[src/rtl/multicycle_core.sv]
// Multicycle 16-bit-instruction core: FETCH/EXEC/MEM/HALT sequencer
// with separate valid/ready instruction and data ports.
module multicycle_core #(
  parameter int DATA_W = 8,
  parameter int ADDR_W = 8,
  parameter logic [ADDR_W-1:0] RESET_PC = '0
) (
  input  logic              clk,
  input  logic              reset,
  output logic              imem_req,
  output logic [ADDR_W-1:0] imem_addr,
  input  logic [15:0]       imem_rdata,
  input  logic              imem_ready,
  output logic              dmem_req,
  output logic              dmem_we,
  output logic [ADDR_W-1:0] dmem_addr,
  output logic [DATA_W-1:0] dmem_wdata,
  input  logic [DATA_W-1:0] dmem_rdata,
  input  logic              dmem_ready,
  output logic [ADDR_W-1:0] pc_out,
  output logic [DATA_W-1:0] alu_result,
  output logic              zero,
  output logic              carry,
  output logic              halted,
  output logic              illegal
);

  typedef enum logic [1:0] {
    S_FETCH,
    S_EXEC,
    S_MEM,
    S_HALT
  } state_t;

  state_t state, state_nx;

  logic [ADDR_W-1:0] pc, pc_inc, br_tgt;
  logic [ADDR_W-1:0] mem_addr;
  logic [DATA_W-1:0] mem_wdata;
  logic              mem_we;
  logic [15:0]       ir;
  logic [DATA_W-1:0] rf [4];
  logic [DATA_W-1:0] alu_q;
  logic              zero_q, carry_q, illegal_q;

  logic [3:0]        op;
  logic [1:0]        rd, rs;
  logic [7:0]        imm;
  logic [DATA_W-1:0] a, b;
  logic [DATA_W-1:0] imm_sd, imm_zd;
  logic [ADDR_W-1:0] imm_sa, imm_za;

  assign op  = ir[15:12];
  assign rd  = ir[11:10];
  assign rs  = ir[9:8];
  assign imm = ir[7:0];
  assign a   = rf[rd];
  assign b   = rf[rs];

  assign imm_sd = DATA_W'($signed(imm));
  assign imm_zd = DATA_W'(imm);
  assign imm_sa = ADDR_W'($signed(imm));
  assign imm_za = ADDR_W'(imm);

  assign pc_inc = pc + ADDR_W'(1);
  assign br_tgt = pc_inc + imm_sa;

  logic is_nop, is_alu, is_li, is_ld, is_st;
  logic is_beqz, is_jmp, is_halt, is_ill;

  always_comb begin
    is_nop  = (op == 4'h0);
    is_alu  = (op >= 4'h1 && op <= 4'h5) || (op == 4'h7);
    is_li   = (op == 4'h6);
    is_ld   = (op == 4'h8);
    is_st   = (op == 4'h9);
    is_beqz = (op == 4'hA);
    is_jmp  = (op == 4'hB);
    is_halt = (op == 4'hF);
    is_ill  = (op >= 4'hC && op <= 4'hE);
  end

  logic [DATA_W-1:0] alu_sum;
  logic              alu_c;

  always_comb begin
    alu_sum = '0;
    alu_c   = 1'b0;
    unique case (op)
      4'h1: {alu_c, alu_sum} = {1'b0, a} + {1'b0, b};
      4'h2: begin
        alu_sum = a - b;
        alu_c   = (a < b);
      end
      4'h3: alu_sum = a & b;
      4'h4: alu_sum = a | b;
      4'h5: alu_sum = a ^ b;
      4'h7: {alu_c, alu_sum} = {1'b0, a} + {1'b0, imm_sd};
      default: ;
    endcase
  end

  always_comb begin
    state_nx = state;
    unique case (state)
      S_FETCH: if (imem_ready) state_nx = S_EXEC;
      S_EXEC: begin
        unique case (1'b1)
          is_ld, is_st: state_nx = S_MEM;
          is_halt:      state_nx = S_HALT;
          default:      state_nx = S_FETCH;
        endcase
      end
      S_MEM:  if (dmem_ready) state_nx = S_FETCH;
      S_HALT: state_nx = S_HALT;
    endcase
  end

  always_ff @(posedge clk) begin
    if (!reset) state <= S_FETCH;
    else        state <= state_nx;
  end

  // Reset has priority, so an aborted access never commits.
  always_ff @(posedge clk) begin
    if (!reset) begin
      pc        <= RESET_PC;
      ir        <= '0;
      for (int i = 0; i < 4; i++) rf[i] <= '0;
      alu_q     <= '0;
      zero_q    <= 1'b0;
      carry_q   <= 1'b0;
      illegal_q <= 1'b0;
      mem_addr  <= '0;
      mem_wdata <= '0;
      mem_we    <= 1'b0;
    end else begin
      illegal_q <= 1'b0;
      unique case (state)
        S_FETCH: if (imem_ready) ir <= imem_rdata;
        S_EXEC: begin
          unique case (1'b1)
            is_alu: begin
              rf[rd]  <= alu_sum;
              alu_q   <= alu_sum;
              zero_q  <= (alu_sum == '0);
              carry_q <= alu_c;
              pc      <= pc_inc;
            end
            is_li: begin
              rf[rd] <= imm_zd;
              pc     <= pc_inc;
            end
            is_beqz: pc <= (a == '0) ? br_tgt : pc_inc;
            is_jmp:  pc <= imm_za;
            is_ld, is_st: begin
              mem_addr  <= ADDR_W'(b) + imm_sa;
              mem_wdata <= a;
              mem_we    <= is_st;
            end
            is_halt: ;
            is_ill: begin
              illegal_q <= 1'b1;
              pc        <= pc_inc;
            end
            is_nop:  pc <= pc_inc;
            default: pc <= pc_inc;
          endcase
        end
        S_MEM: begin
          if (dmem_ready) begin
            if (!mem_we) rf[rd] <= dmem_rdata;
            pc <= pc_inc;
          end
        end
        S_HALT: ;
      endcase
    end
  end

  assign imem_req   = (state == S_FETCH);
  assign imem_addr  = pc;
  assign dmem_req   = (state == S_MEM);
  assign dmem_we    = dmem_req & mem_we;
  assign dmem_addr  = mem_addr;
  assign dmem_wdata = mem_wdata;
  assign pc_out     = pc;
  assign alu_result = alu_q;
  assign zero       = zero_q;
  assign carry      = carry_q;
  assign halted     = (state == S_HALT);
  assign illegal    = illegal_q;

endmodule
[config.mk]
export PLATFORM = sky130hd
export DESIGN_NAME = multicycle_core
export DESIGN_NICKNAME = d
export VERILOG_FILES = /design/src/rtl/multicycle_core.sv
export SDC_FILE = /design/constraint.sdc
export NUM_CORES = 1
export LEC_CHECK = 0
export CAP_MARGIN = 15
export CORE_MARGIN = 3
export CORE_UTILIZATION = 40
export CTS_BUF_LIST = sky130_fd_sc_hd__clkbuf_16
export DETAILED_ROUTE_END_ITERATION = 12
export GPL_ROUTABILITY_DRIVEN = 1
export SYNTH_ARGS = -nofsm -noshare
export SYNTH_HDL_FRONTEND = slang
export SYNTH_SLANG_ARGS = --single-unit
[constraint.sdc]
create_clock -name clk -period 4.4 [get_ports clk]
set_input_delay 0.88 -clock clk [delete_from_list [all_inputs] [get_ports clk]]
set_output_delay 0.88 -clock clk [all_outputs]
set_load 0.02 [all_outputs]
==> run metrics <==
status=finished clean; FF+latch count, synth=90; die height=133 microns; max-cap viol count=0; post-CTS setup buffers=0; clk buf depth=2; largest cells by area after synthesis=dfxtp_1, edfxtp_1, ha_1; H-tree levels=3; total negative slack=0 ns; crit path DAT=3.89 ns; Routed WL=19500 microns; PostCTS Resize Cnt=0; Vias=5723; CTS tree=done; P_sw=754 uW; area of the multi-input gates=3960 sq um; Layout Nets=867; GRT Overall Usage=0.220; Via-to-Cell Ratio=5.71; Rel. slew slack=0.291; final instance count without filler cells=1003; Routed wire per std cell=19.4 microns; global placer's final weighted congestion=0.911; Yosys top cell area share=0.180; number of max-slew violations in the final report=0; Final Util=0.491; WHS=0.453 ns; Die ar.=17700 sq um; initial DRC count=412; hold_buf cts=0; row count=45; worst vdd ir=0.331 mV; switching part of the total=0.329; Gate power share=0.262; first-pass GRT wire length=30600 microns; Die X=133 microns; largest net degree at the start of global routing=60; crit path time final=3.79 ns; Port Buf Inserts=74; dominant cell type by area after synthesis=dfxtp_1; DP Wirelength=14800 microns; P_int=1.54 mW; layout cell share with drive strength beyond 1=0.0833; Clk pwr share=0.325; PD cells=302 nW/um^2; Final period util=0.862; mapped cell area=6450 sq um; Worst-path clk slew=0.07 ns; dpl cells=986; Worst Path Required=4.50 ns; gr ovfl total=0; Clock Root Buffer=clkbuf_16; worst-margin pin slew=1.06 ns; initial core utilization=0.416; number of enable flip-flop cells after synthesis=32; Overall Power=2.30 mW; initial antenna violation count=0; Critical Path End Type=flop; residual DRC count=0; Inserted Diodes=0; Peak Freq=0.264 GHz; Core Region=15500 sq um; RSZ-0062 raised after global routing=false; Ports=75; sequential cell area=2120 sq um; Clock Sink Count=90; Final Skew=0.00857 ns; Syn Inst Count=733; Unique masters post-synth=76; final setup violation count=0; register area share after synthesis=0.329; first-pass iteration count of the detailed router=4; Final ANT Viol Nets=0; syn_nets=813; worst min path class=reg -> reg; later-pin clock latency in the skew report=0.36 ns; area grow syn2layout=17.9%; Fill cells=1472; post-synthesis async set-or-reset flop share=0; Leak Pwr=2.93 nW; synth warn=0; Fin. Hold Viols=0; vias in the first global route=5542; Crit Path Class=reg -> reg; Flop pwr share=0.413; startpoint types=flop; Most used DFF post-synth=dfxtp_1; cts bufs inserted=9; synthesized area per cell=8.80 sq um; CP Max Fanout=8
state kept, by name (all words and copies together), names as in the netlist, 2 cells and up, named ones only:
register / flops
dmem_addr: 8
ir: 16
rf: 32
state: 2
dmem_wdata: 8
alu_result: 8
imem_addr: 8
synth_stat cells, types with 7 or more instances:
cell type / n
a211oi_1: 7
a21boi_0: 20
a21boi_1: 9
a21o_1: 7
a21oi_1: 34
a221oi_1: 8
and2_1: 7
buf_2: 7
buf_4: 10
clkbuf_1: 24
dfxtp_1: 58
edfxtp_1: 32
ha_1: 47
inv_1: 28
inv_2: 9
mux2i_1: 7
mux4_2: 16
nand2_1: 99
nand2b_1: 16
nand3_1: 13
nor2_1: 74
nor2b_1: 9
nor3_1: 19
o211ai_1: 8
o21ai_0: 19
o21ai_1: 14
or3_1: 8
xnor2_1: 13
xor2_1: 11
power groups by stage:
stage	Clock (mW)	Sequential, mW	Combinational, mW
2_1_floorplan	0	0.952	0.421
3_3_place_gp	0	0.964	0.594
3_5_place_dp	0	0.966	0.595
4_1_cts	0.762	0.947	0.599
5_1_grt	0.793	0.954	0.660
6_report	0.747	0.948	0.601
cell families after synthesis:
family	share of synthesized area
compound gates	0.191
xor+xnor	0.0326
fa+ha+maj	0.107
buf+inv	0.0572
flops	0.329
mux	0.0685
simple gates	0.215
layout by cell type (no fill, tap or decap), types with 5 or more instances in the layout:
cell type / count
mux4_2: 16
nor2_1: 74
nand2b_1: 16
inv_2: 9
o21ai_0: 19
a211oi_1: 7
a221oi_1: 8
o21a_1: 6
o22ai_1: 6
nor3_1: 19
mux2i_1: 7
nand2_1: 99
nor2b_1: 9
dfxtp_1: 58
inv_1: 29
nand3_1: 13
o211ai_1: 8
buf_4: 13
clkdlybuf4s50_1: 73
nand4_1: 5
and2_1: 7
o21ai_1: 14
clkbuf_16: 9
edfxtp_1: 32
o211a_1: 6
a21oi_1: 34
xor2_1: 11
a21o_1: 7
xnor2_1: 13
fa_1: 5
or3_1: 8
ha_1: 47
a21boi_0: 20
a21boi_1: 9
nor3b_1: 5
layout make-up:
type / instances / share of cell area
multi-input cells: 561 / 0.520
repair buffers: 88 / 0.111
inverters: 37 / 0.0183
flip-flops and latches: 90 / 0.279
well taps: 211 / 0.0347
clock buffers: 9 / 0.0296
clock inverters: 7 / 0.00691
metal layers:
layer  track usage  share of wire  up-vias
met5             0              0        -
met2         0.353           0.47      224
met4        0.0566          0.022        0
met1         0.296           0.44     2745
li1              -              -     2729
met3        0.0551          0.073       25
final timing paths:
| kind | from | end | slack [ns] | cells after the start |
|---|---|---|---|---|
| max | flop | rf[2][5]$_SDFFCE_PN0P_ | 0.61 | 10 |
| min reg2reg | dmem_wdata[6]$_SDFFE_PN0P_ | dmem_wdata[6]$_SDFFE_PN0P_ | 0.45 | 2 |
| min | dmem_wdata[6]$_SDFFE_PN0P_ | dmem_wdata[6]$_SDFFE_PN0P_ | 0.45 | 2 |
| max reg2reg | flop | rf[2][5]$_SDFFCE_PN0P_ | 0.61 | 10 |
worst max-delay path, stage by stage (launching register included):
cell,delay (ns)
dfxtp_1,0.66
mux4_2,0.65
inv_1,0.20
ha_1,0.29
or2_1,0.28
a211oi_1,0.39
mux2i_1,0.24
o221ai_1,0.14
nor3_1,0.38
o21a_1,0.22
nor2_1,0.06
per-stage QoR:
step,area (sq um),worst slack (ns)
final,7600,0.609
after global routing,7600,0.295
after CTS,7590,0.593
after detailed placement,7310,0.605
after global placement,7310,0.730
after floorplan,6450,0.982
No activity file was read; power rests on OpenSTA's default activity.
